--- config.mk ---
export PLATFORM = sky130hd
export DESIGN_NAME = dpwm_generador
export DESIGN_NICKNAME = d
export VERILOG_FILES = /design/src/rtl/dpwm_pkg.sv /design/src/rtl/dpwm_tiempo_muerto.sv /design/src/rtl/dpwm_generador.sv
export SDC_FILE = /design/constraint.sdc
export NUM_CORES = 1
export LEC_CHECK = 0
export CORE_UTILIZATION = 60
export DETAILED_ROUTE_END_ITERATION = 6
export GPL_TIMING_DRIVEN = 0
export MAX_ROUTING_LAYER = met4
export PLACE_DENSITY = 0.85
export SLEW_MARGIN = 30
export SYNTH_ARGS = -nofsm -noshare
export SYNTH_HDL_FRONTEND = slang
export SYNTH_HIERARCHICAL = 1
export SYNTH_SLANG_ARGS = --single-unit
--- constraint.sdc ---
create_clock -name CLK -period 5.61 [get_ports CLK]
set_input_delay 1.122 -clock CLK [delete_from_list [all_inputs] [get_ports CLK]]
set_output_delay 1.122 -clock CLK [all_outputs]
set_load 0.05 [all_outputs]
--- src/rtl/dpwm_pkg.sv ---
// -----------------------------------------------------------------------------
// dpwm_pkg
//   Shared definitions for the DPWM core: FSM state encoding, default widths of
//   the phase accumulator and duty comparator, and the dead-time counter width.
// -----------------------------------------------------------------------------
package dpwm_pkg;

  // Run/idle control of the generator
  typedef enum logic {
    IDLE = 1'b0,
    RUN  = 1'b1
  } dpwm_state_e;

  localparam int DPWM_ACC_W  = 20;  // phase accumulator width
  localparam int DPWM_DUTY_W = 8;   // duty word / sawtooth width
  localparam int DPWM_DEAD_W = 8;   // dead counter, DEAD_CYC range 0..255

endpackage

--- src/rtl/dpwm_tiempo_muerto.sv ---
// -----------------------------------------------------------------------------
// dpwm_tiempo_muerto
//   Splits the raw PWM into complementary high/low gate drives with a
//   break-before-make gap of DEAD_CYC clocks after every raw edge.
// Ports
//   CLK    in   system clock
//   reset  in   asynchronous, active-high reset
//   clr    in   force both drives low and restart (generator idling)
//   raw    in   raw PWM from the comparator
//   pwm_h  out  high-side drive (registered)
//   pwm_l  out  low-side drive (registered)
// -----------------------------------------------------------------------------
module dpwm_tiempo_muerto
  import dpwm_pkg::*;
#(
  parameter int DEAD_CYC = 4
) (
  input  logic CLK,
  input  logic reset,
  input  logic clr,
  input  logic raw,
  output logic pwm_h,
  output logic pwm_l
);

  localparam logic [DPWM_DEAD_W-1:0] C_DEAD = DPWM_DEAD_W'(DEAD_CYC);
  // With no dead time the stage degenerates to a one-register pass-through.
  localparam logic C_PASS = (DEAD_CYC == 0);

  logic [DPWM_DEAD_W-1:0] r_cnt;
  logic                   r_raw_q;
  logic                   r_armed;
  logic                   r_h;
  logic                   r_l;
  logic                   w_edge;

  // The first sample after a clear is treated as an edge so that start-up
  // also gets a full dead-time gap before either drive turns on.
  assign w_edge = ~r_armed | (raw ^ r_raw_q);

  always_ff @(posedge CLK or posedge reset) begin
    if (reset) begin
      r_cnt   <= '0;
      r_raw_q <= 1'b0;
      r_armed <= 1'b0;
      r_h     <= 1'b0;
      r_l     <= 1'b0;
    end else if (clr) begin
      r_cnt   <= '0;
      r_raw_q <= 1'b0;
      r_armed <= 1'b0;
      r_h     <= 1'b0;
      r_l     <= 1'b0;
    end else begin
      r_armed <= 1'b1;
      r_raw_q <= raw;
      if (w_edge) begin
        // Any raw transition (including one during a running count) restarts
        // the gap; a pulse no longer than DEAD_CYC never reaches its drive.
        r_cnt <= C_DEAD;
        r_h   <= C_PASS & raw;
        r_l   <= C_PASS & ~raw;
      end else if (r_cnt != '0) begin
        r_cnt <= r_cnt - 1'b1;
        // Last dead cycle: the drive turns on at this edge, so the gap is
        // exactly DEAD_CYC cycles with both drives low.
        if (r_cnt == 1'b1) begin
          r_h <= raw;
          r_l <= ~raw;
        end
      end else begin
        r_h <= raw;
        r_l <= ~raw;
      end
    end
  end

  assign pwm_h = r_h;
  assign pwm_l = r_l;

  // Shoot-through guard for the half-bridge
  a_no_overlap : assert property (@(posedge CLK) disable iff (reset) !(r_h && r_l));

endmodule

--- src/rtl/dpwm_generador.sv ---
// -----------------------------------------------------------------------------
// dpwm_generador
//   Digital PWM core. An NCO phase accumulator advances by the frequency code
//   each clock; its top DUTY_W bits form a sawtooth that is compared with the
//   duty word. The raw PWM feeds a dead-time stage driving a half-bridge.
//   f_pwm = f_CLK * frec_sh / 2^ACC_W.
// Ports
//   CLK            in   system clock
//   reset          in   asynchronous, active-high reset
//   enable         in   run request (level)
//   frecuencia     in   8-bit tuning word
//   ciclo_trabajo  in   duty word; raw high while phase < duty
//   pwm_h          out  high-side drive
//   pwm_l          out  low-side drive
//   fin_periodo    out  one-cycle pulse after each accumulator wrap
//   activo         out  generator running
// -----------------------------------------------------------------------------
module dpwm_generador
  import dpwm_pkg::*;
#(
  parameter int ACC_W    = DPWM_ACC_W,
  parameter int DUTY_W   = DPWM_DUTY_W,
  parameter int DEAD_CYC = 4
) (
  input  logic              CLK,
  input  logic              reset,
  input  logic              enable,
  input  logic [7:0]        frecuencia,
  input  logic [DUTY_W-1:0] ciclo_trabajo,
  output logic              pwm_h,
  output logic              pwm_l,
  output logic              fin_periodo,
  output logic              activo
);

  dpwm_state_e       r_state;
  dpwm_state_e       w_state_nxt;
  logic [ACC_W-1:0]  r_acc;
  logic [ACC_W-1:0]  w_acc_nxt;
  logic [7:0]        r_frec_sh;
  logic [DUTY_W-1:0] r_duty_sh;
  logic              r_fin;
  logic [ACC_W:0]    w_sum;
  logic [DUTY_W-1:0] w_phase;
  logic              w_wrap;
  logic              w_load;
  logic              w_raw;
  logic              w_clr;

  // Extra bit catches the carry that marks the end of a period
  assign w_sum   = {1'b0, r_acc} + (ACC_W+1)'(r_frec_sh);
  assign w_phase = r_acc[ACC_W-1 -: DUTY_W];

  // ---------------------------------------------------------------------------
  // FSM next state / accumulator / shadow-load control
  // ---------------------------------------------------------------------------
  always_comb begin
    w_state_nxt = r_state;
    w_acc_nxt   = r_acc;
    w_wrap      = 1'b0;
    w_load      = 1'b0;
    case (r_state)
      IDLE: begin
        w_acc_nxt = '0;
        if (enable) begin
          w_load      = 1'b1;
          w_state_nxt = RUN;
        end
      end
      RUN: begin
        w_wrap    = w_sum[ACC_W];
        w_acc_nxt = w_sum[ACC_W-1:0];
        // Settings are only picked up at a period boundary
        w_load    = w_wrap;
        // A stopped request lets the period finish; with a zero tuning word
        // the accumulator is frozen and no wrap will ever arrive.
        if (!enable && (w_wrap || (r_frec_sh == '0))) begin
          w_state_nxt = IDLE;
          w_acc_nxt   = '0;
        end
      end
    endcase
  end

  always_ff @(posedge CLK or posedge reset) begin
    if (reset) begin
      r_state   <= IDLE;
      r_acc     <= '0;
      r_frec_sh <= '0;
      r_duty_sh <= '0;
      r_fin     <= 1'b0;
    end else begin
      r_state <= w_state_nxt;
      r_acc   <= w_acc_nxt;
      r_fin   <= w_wrap;
      if (w_load) begin
        r_frec_sh <= frecuencia;
        r_duty_sh <= ciclo_trabajo;
      end
    end
  end

  // Sawtooth comparator; duty 0 never goes high
  assign w_raw = (r_state == RUN) && (w_phase < r_duty_sh);

  // Drives drop on the same edge that enters IDLE, and stay low while idle
  assign w_clr = (w_state_nxt == IDLE);

  dpwm_tiempo_muerto #(
    .DEAD_CYC (DEAD_CYC)
  ) u_tiempo_muerto (
    .CLK   (CLK),
    .reset (reset),
    .clr   (w_clr),
    .raw   (w_raw),
    .pwm_h (pwm_h),
    .pwm_l (pwm_l)
  );

  assign fin_periodo = r_fin;
  assign activo      = (r_state == RUN);

endmodule

==> metrics, run 1 <==
Power Density 564.4 nW/µm²; crit path to u_tiempo_muerto/r_cnt[1]; area leader, netlist dfrtp_1; setup TNS 0 ps; largest net degree at the start of global routing 26; Worst Setup End Kind flop; Initial Util 0.6247; Seq cells post-synth 50; worst flop-to-flop path startpoint r_acc[13]; Antenna Nets Post-Route 0; fin nets 324; Max Root-Sink Buffers 2; number of DRC markers in iteration 0 139; Max-Cap Viols 0; RSZ-0062 raised after global routing false; die area 4839 µm²; Die Width 69.57 µm; H-tree depth 2; Worst-Margin Slew 898.5 ps; Max VDD drop 0.0003974 V; asr flop ratio synth 1.000; DIE HEIGHT 69.57 µm; sequential element share of the synthesized area 0.4568; clk_lat worst skew 310 ps; Mapped Cells 257; Post-CTS Resized 0; core area 4384 µm²; DR pass1 iterations 4; Ys Warns 6; grt ovf 0; relative slew slack 0.3955; IO Port Bufs 22; crit path launch r_acc[13]; clk root buf clkbuf_8; Top Ports 23; top post-synthesis cells by area dfrtp_1 (46%), ha_1 (7.8%), mux2_1 (4.1%); Area Growth Syn to Fin 16.22%; maximum operating frequency 0.3295 GHz; Pins Over Slew Limit 0; antenna violations before repair 0; wirelength, routed 5126 µm; global-route wire length before repair 9411 µm; Wirelength per Cell 15.08 µm; worst reg2reg path endpoint u_tiempo_muerto/r_cnt[1]; Tcrit/Tclk final 0.5409; Fill cells 302; Leak 0.001452 µW; Tot GR Track Use 0.2526; status finished clean; final hold vios 0; HPWL after DPL 3662 µm; Post-CTS Hold Buffers 0; Clock Sink Count 50; Post-Syn Area 2739 µm²; drt via density 6.106; WP data required 5840 ps; layout cells sized above 1 0.1111; CTS tree built; vias in the first global route 2081; CTS clock-pin slew for the worst setup and hold paths 90 ps; Crit Path Class reg2reg; crit path max fanout 8; fin crit period 3035 ps; most common cell in the netlist dfrtp_1; Synth top area share 0.4568; Reg2Reg Depth 8; n_diodes 0; flop2flop setup slack 2580 ps; Critical Path AT 3260 ps; Row Count 24; Post-synth top cells dfrtp_1 (50), nor2_1 (22), inv_1 (19); post-CTS setup buffers 0; Final Skew 11.13 ps; Netlist cell types 56; worst hold path type reg2reg; number of synthesized flops with an enable pin 0; GP Congestion 0.9320; final setup vio count 0; via count 2076; DRC Markers 0; Post-DP Area 3045 µm²; syn_area_per_cell 10.66 µm²; Synthesized Nets 294; cell area after layout 3183 µm²; Num CTS Buffers 5; ys flop type dfrtp_1; CP Launch Type flop
==> cells by family after synthesis <==
group,count (synthesis),share of synthesized area
buffers and inverters,25,0.04020
XOR/XNOR,19,0.06076
flip-flops,50,0.4568
AO/OA/AOI/OAI,53,0.1316
multiplexers,17,0.06944
adder cells (fa/ha/maj),18,0.08497
AND/OR/NAND/NOR,75,0.1562
==> report_power, final <==
part	internal (µW)	leakage, µW	total [µW]	switching, µW
registers	509	0.000617	623	115
logic	395	0.000766	874	479
clock network	179	0.0000683	300	121
total	1080	0.00145	1800	714
==> worst min-delay path by stage <==
stage / from / end / slack (ps) / cells past startpoint
2_1_floorplan: u_tiempo_muerto/r_armed / u_tiempo_muerto/r_cnt[2] / 430 / 1
3_3_place_gp: u_tiempo_muerto/r_armed / u_tiempo_muerto/r_cnt[2] / 440 / 1
3_5_place_dp: u_tiempo_muerto/r_armed / u_tiempo_muerto/r_cnt[2] / 450 / 1
4_1_cts: u_tiempo_muerto/r_armed / u_tiempo_muerto/r_cnt[2] / 480 / 1
5_1_grt: u_tiempo_muerto/r_armed / u_tiempo_muerto/r_cnt[2] / 510 / 1
6_report: u_tiempo_muerto/r_armed / u_tiempo_muerto/r_cnt[2] / 480 / 1
==> metrics by stage <==
| stage | total power [µW] | instances | setup WS (ps) | utilization | hold WS (ps) |
|---|---|---|---|---|---|
| 2_1_floorplan | 1298 | 257 | 2912 | - | 425.8 |
| 3_3_place_gp | 1441 | 331 | 2379 | 0.6898 | 438.4 |
| 3_5_place_dp | 1487 | 332 | 2593 | 0.6946 | 445.0 |
| 4_1_cts | 1798 | 340 | 2566 | 0.7260 | 479.8 |
| 5_1_grt | 1958 | 340 | 2351 | 0.7260 | 507.5 |
| 6_report | 1797 | 340 | 2575 | 0.7260 | 480.0 |
==> critical path, stage by stage (launching register included) <==
cell and delay, ps:
dfrtp_1 440, ha_1 310, a21o_1 160, a21o_1 170, a211o_1 290, a2111oi_1 810, xnor2_1 270, nand2_1 270
nor3_1 220
==> metal layers <==
| layer | vias to the layer above | GRT usage | wire, µm |
|---|---|---|---|
| met1 | 1023 | 0.3320 | 2360 |
| li1 | 997 | - | - |
| met3 | 9 | 0.04360 | 185 |
| met5 | - | - | 0 |
| met4 | 0 | 0.08390 | 75 |
| met2 | 47 | 0.4002 | 2504 |
==> cells in the final DEF (no fill, tap or decap), types with 2 or more instances in the layout <==
| cell type | Yosys | routed |
|---|---|---|
| and3_1 | 2 | 2 |
| clkbuf_1 | 3 | 3 |
| xnor2_1 | 9 | 9 |
| a21oi_1 | 17 | 17 |
| dfrtp_1 | 50 | 50 |
| a21boi_0 | 2 | 2 |
| nand4b_1 | 2 | 2 |
| nand4_1 | 6 | 6 |
| nor2b_1 | 4 | 4 |
| nand2_1 | 7 | 7 |
| mux2_1 | 10 | 10 |
| o211ai_1 | 2 | 2 |
| a21oi_2 | 2 | 2 |
| o31ai_1 | 4 | 4 |
| a21o_1 | 6 | 6 |
| clkbuf_8 | 0 | 5 |
| inv_1 | 19 | 18 |
| bufinv_16 | 0 | 2 |
| nor3_1 | 5 | 5 |
| buf_6 | 2 | 2 |
| xor2_1 | 10 | 10 |
| o21ai_0 | 4 | 4 |
| mux2_2 | 6 | 6 |
| nor4_1 | 5 | 5 |
| a31oi_1 | 3 | 3 |
| or4_1 | 3 | 3 |
| nand3_1 | 5 | 5 |
| ha_1 | 17 | 17 |
| clkdlybuf4s50_1 | 0 | 22 |
| nor2_1 | 22 | 22 |
| and4_1 | 2 | 2 |
==> final cells by class <==
cell class | count | area (µm²) | area share
flip-flops and latches | 50 | 1251 | 0.3931
well taps | 52 | 65.06 | 0.02044
plain buffers | 6 | 38.79 | 0.01219
clock buffers | 5 | 68.82 | 0.02162
clock inverters | 3 | 68.82 | 0.02162
multi-input cells | 182 | 1379 | 0.4332
repair buffers | 23 | 240.2 | 0.07547
inverters | 19 | 71.32 | 0.02241
==> state kept, by name (all words and copies together) (netlist names) <==
signal / cells
r_acc: 20
r_duty_sh: 8
r_frec_sh: 8
u_tiempo_muerto/r_cnt: 8
activo: 1
fin_periodo: 1
u_tiempo_muerto/pwm_h: 1
u_tiempo_muerto/pwm_l: 1
u_tiempo_muerto/r_armed: 1
u_tiempo_muerto/r_raw_q: 1
(Power assumes the default switching activity.)
==> run 2, diff against run 1 <==
--- a/config.mk
+++ b/config.mk
@@ -5,11 +5,11 @@
 export SDC_FILE = /design/constraint.sdc
 export NUM_CORES = 1
 export LEC_CHECK = 0
-export CORE_UTILIZATION = 60
+export CORE_UTILIZATION = 52
 export DETAILED_ROUTE_END_ITERATION = 6
 export GPL_TIMING_DRIVEN = 0
 export MAX_ROUTING_LAYER = met4
-export PLACE_DENSITY = 0.85
+export PLACE_DENSITY = 0.79
 export SLEW_MARGIN = 30
 export SYNTH_ARGS = -nofsm -noshare
 export SYNTH_HDL_FRONTEND = slang
==> constraint.sdc (replaced) <==
create_clock -name CLK -period 2.66 [get_ports CLK]
set_input_delay 0.532 -clock CLK [delete_from_list [all_inputs] [get_ports CLK]]
set_output_delay 0.532 -clock CLK [all_outputs]
set_load 0.05 [all_outputs]
==> run 2 against run 1 <==
Against the previous run:
- via count decreased by 3.3%
- combinational power rose by 120%
- total power grew 110%
- hold slack lost 12 ps
- non-clock buffer count increased by 4
- clock-buffer cell count up 2
- critical path type unchanged
==> metrics, run 2 (synthesis gave the netlist of run 1 again) <==
CP max stage delay 450 ps (-360 ps); Pins Over Slew Limit 0 (unchanged); Wirelength per Cell 14.93 µm (-0.95%); Util after Layout 0.6349 (-0.09116); via count 2008 (-3.3%); most common cell after layout, fill and taps aside dfrtp_1; clk root buf clkbuf_8; Area Growth Syn to Fin 17.63%; worst hold path type reg2reg; flop2flop setup slack 120 ps (-2450 ps); relative slew slack 0.4463 (+0.05076); sequential power share 0.356 (+0.009); status finished clean; layout cells sized above 1 0.1404 (+0.02930); die area 5561 µm² (+15%); number of DRC markers in iteration 0 108 (-22%); vias in the first global route 1984 (-4.7%); Max-Cap Viols 0 (unchanged); cell area after layout 3222 µm² (+1.2%); drt via density 5.547 (-9.2%); Worst Setup End Kind flop; Comb pwr share 0.521 (+0.035); Placed Cells 350 (+5.4%); most used cell, CP a21o_1; M1 WL 2518 µm (+6.7%); CTS clock-pin slew for the worst setup and hold paths 90 ps (about the same); DIE HEIGHT 74.58 µm (+7.2%); Die Width 74.58 µm (+7.2%); commonest non-fill, non-tap cells in the layout dfrtp_1 (50), nor2_1 (22), clkdlybuf4s50_1 (22); Clock Sink Count 50 (unchanged); wirelength, routed 5406 µm (+5.5%); crit path max fanout 8 (unchanged); antenna violations before repair 0 (unchanged); clk_lat worst skew 310 ps (about the same); Num CTS Buffers 5 (unchanged); Top Ports 23 (unchanged); core area 5075 µm² (+16%); Multi-input gate area 1411 µm² (+2.4%); max reg flops 20 (unchanged); Worst-Margin Slew 823.0 ps (-75.44 ps); Power Density 1149 nW/µm² (+100%); Tcrit/Tclk final 0.9532 (+0.4123); fin nets 328 (+1.2%); Max Root-Sink Buffers 2 (unchanged); uppermost layer routed met4; Row Count 26 (+8.3%); H-tree depth 2 (unchanged); largest net degree at the start of global routing 26 (unchanged); Post-DP Area 3068 µm² (+0.74%); Sw Share 0.4148 (+0.01718); Leak 0.001457 µW (+0.35%); Net Switching 1536 µW (+120%); Critical Path, Cell by Cell ha_1 -> a21o_1 -> a21o_1 -> a211o_1 -> a2111oi_4 -> xnor2_2 -> nand2_2 -> nor3_1; IO Port Bufs 22 (unchanged); global-route wire length before repair 8845 µm (-6.0%); post-route insts no fill 362 (+6.5%); Initial Util 0.5397 (-0.08502); CTS tree built; final hold vios 0 (unchanged); Internal 2167 µW (+100%); Tot GR Track Use 0.2216 (-0.03104); DR WL met2 2653 µm (+6.0%); Fill cells 433 (+43%); CP max stage cell dfrtp_1; n_diodes 0 (unchanged); final setup vio count 0 (unchanged); WP data required 2890 ps (-2950 ps); Final Skew 5.379 ps (-5.748 ps); Antenna Nets Post-Route 0 (unchanged); maximum operating frequency 0.3944 GHz (+20%); CP Launch Type flop; Post-CTS Hold Buffers 0 (unchanged); grt ovf 0 (unchanged); worst hold margin 468.3 ps (-11.73 ps); DRC Markers 0 (unchanged); WL met3 152 µm (-18%); fin crit period 2536 ps (-498.9 ps); Max VDD drop 0.0007232 V (+82%); Critical Path AT 2760 ps (-500 ps); Clock power frac 0.123 (-0.044); Largest Register r_acc; GP Congestion 0.8599 (-7.7%); DR pass1 iterations 4 (unchanged); Crit Path Class reg2reg; HPWL after DPL 3905 µm (+6.6%); Reg area 1251 µm² (unchanged)
==> run 2: critical path, delay by kind of cell (launching register included) <==
family | cells | cell delay [ps]
XOR/XNOR | 1 | 210
AND/OR/NAND/NOR | 2 | 410
adder cells (fa/ha/maj) | 1 | 320
flip-flops | 1 | 450
AO/OA/AOI/OAI | 4 | 1070
==> run 2: timing repair <==
item,in CTS,in global routing
setup buffers,2,2
setup endpoints to repair,20,24
gates resized for setup,5,2
pin swaps,3,2
==> run 2: layout make-up <==
class | instances | area share
Tap cell | 70 | 0.02718
Timing Repair Buffer | 27 | 0.08388
Buffer | 6 | 0.01204
Multi-Input combinational cell | 182 | 0.4381
Clock buffer | 7 | 0.02680
Inverter | 19 | 0.02214
Sequential cell | 50 | 0.3883
Clock inverter | 1 | 0.001553
==> run 2: metal layers <==
metal / up-vias / GRT usage
met5: - / -
met4: 0 / 0.08805
met3: 8 / 0.03659
met1: 982 / 0.2758
met2: 34 / 0.3594
li1: 984 / -
==> run 2: power by group through the flow <==
stage                     Combinational (µW)  Sequential, µW  Clock [µW]
after floorplan                         1450            1290           0
after global placement                  1750            1310           0
after detailed placement                1830            1330           0
after CTS                               1900            1320         464
after global routing                    2150            1360         493
final                                   1930            1320         456
==> run 2: worst paths after layout <==
check                                        startpoint  depth (start not counted)                  endpoint
worst min register to register  u_tiempo_muerto/r_armed                          1  u_tiempo_muerto/r_cnt[2]
worst max register to register                r_acc[13]                          8  u_tiempo_muerto/r_cnt[0]
worst max-delay path                          r_acc[13]                          8  u_tiempo_muerto/r_cnt[0]
min in group asynchronous                         reset                          2              r_frec_sh[1]
max in group asynchronous                         reset                          3                  r_acc[8]
worst min-delay path            u_tiempo_muerto/r_armed                          1  u_tiempo_muerto/r_cnt[2]
==> run 2: stage by stage <==
stage	setup slack, ps	total power, µW	setup TNS (ps)
final	124.4	3703	0
after global routing	-3.103	3998	-3.103
after CTS	26.92	3682	0
after detailed placement	-447.4	3160	-4897
after global placement	-374.8	3055	-3964
after floorplan	75.75	2739	0
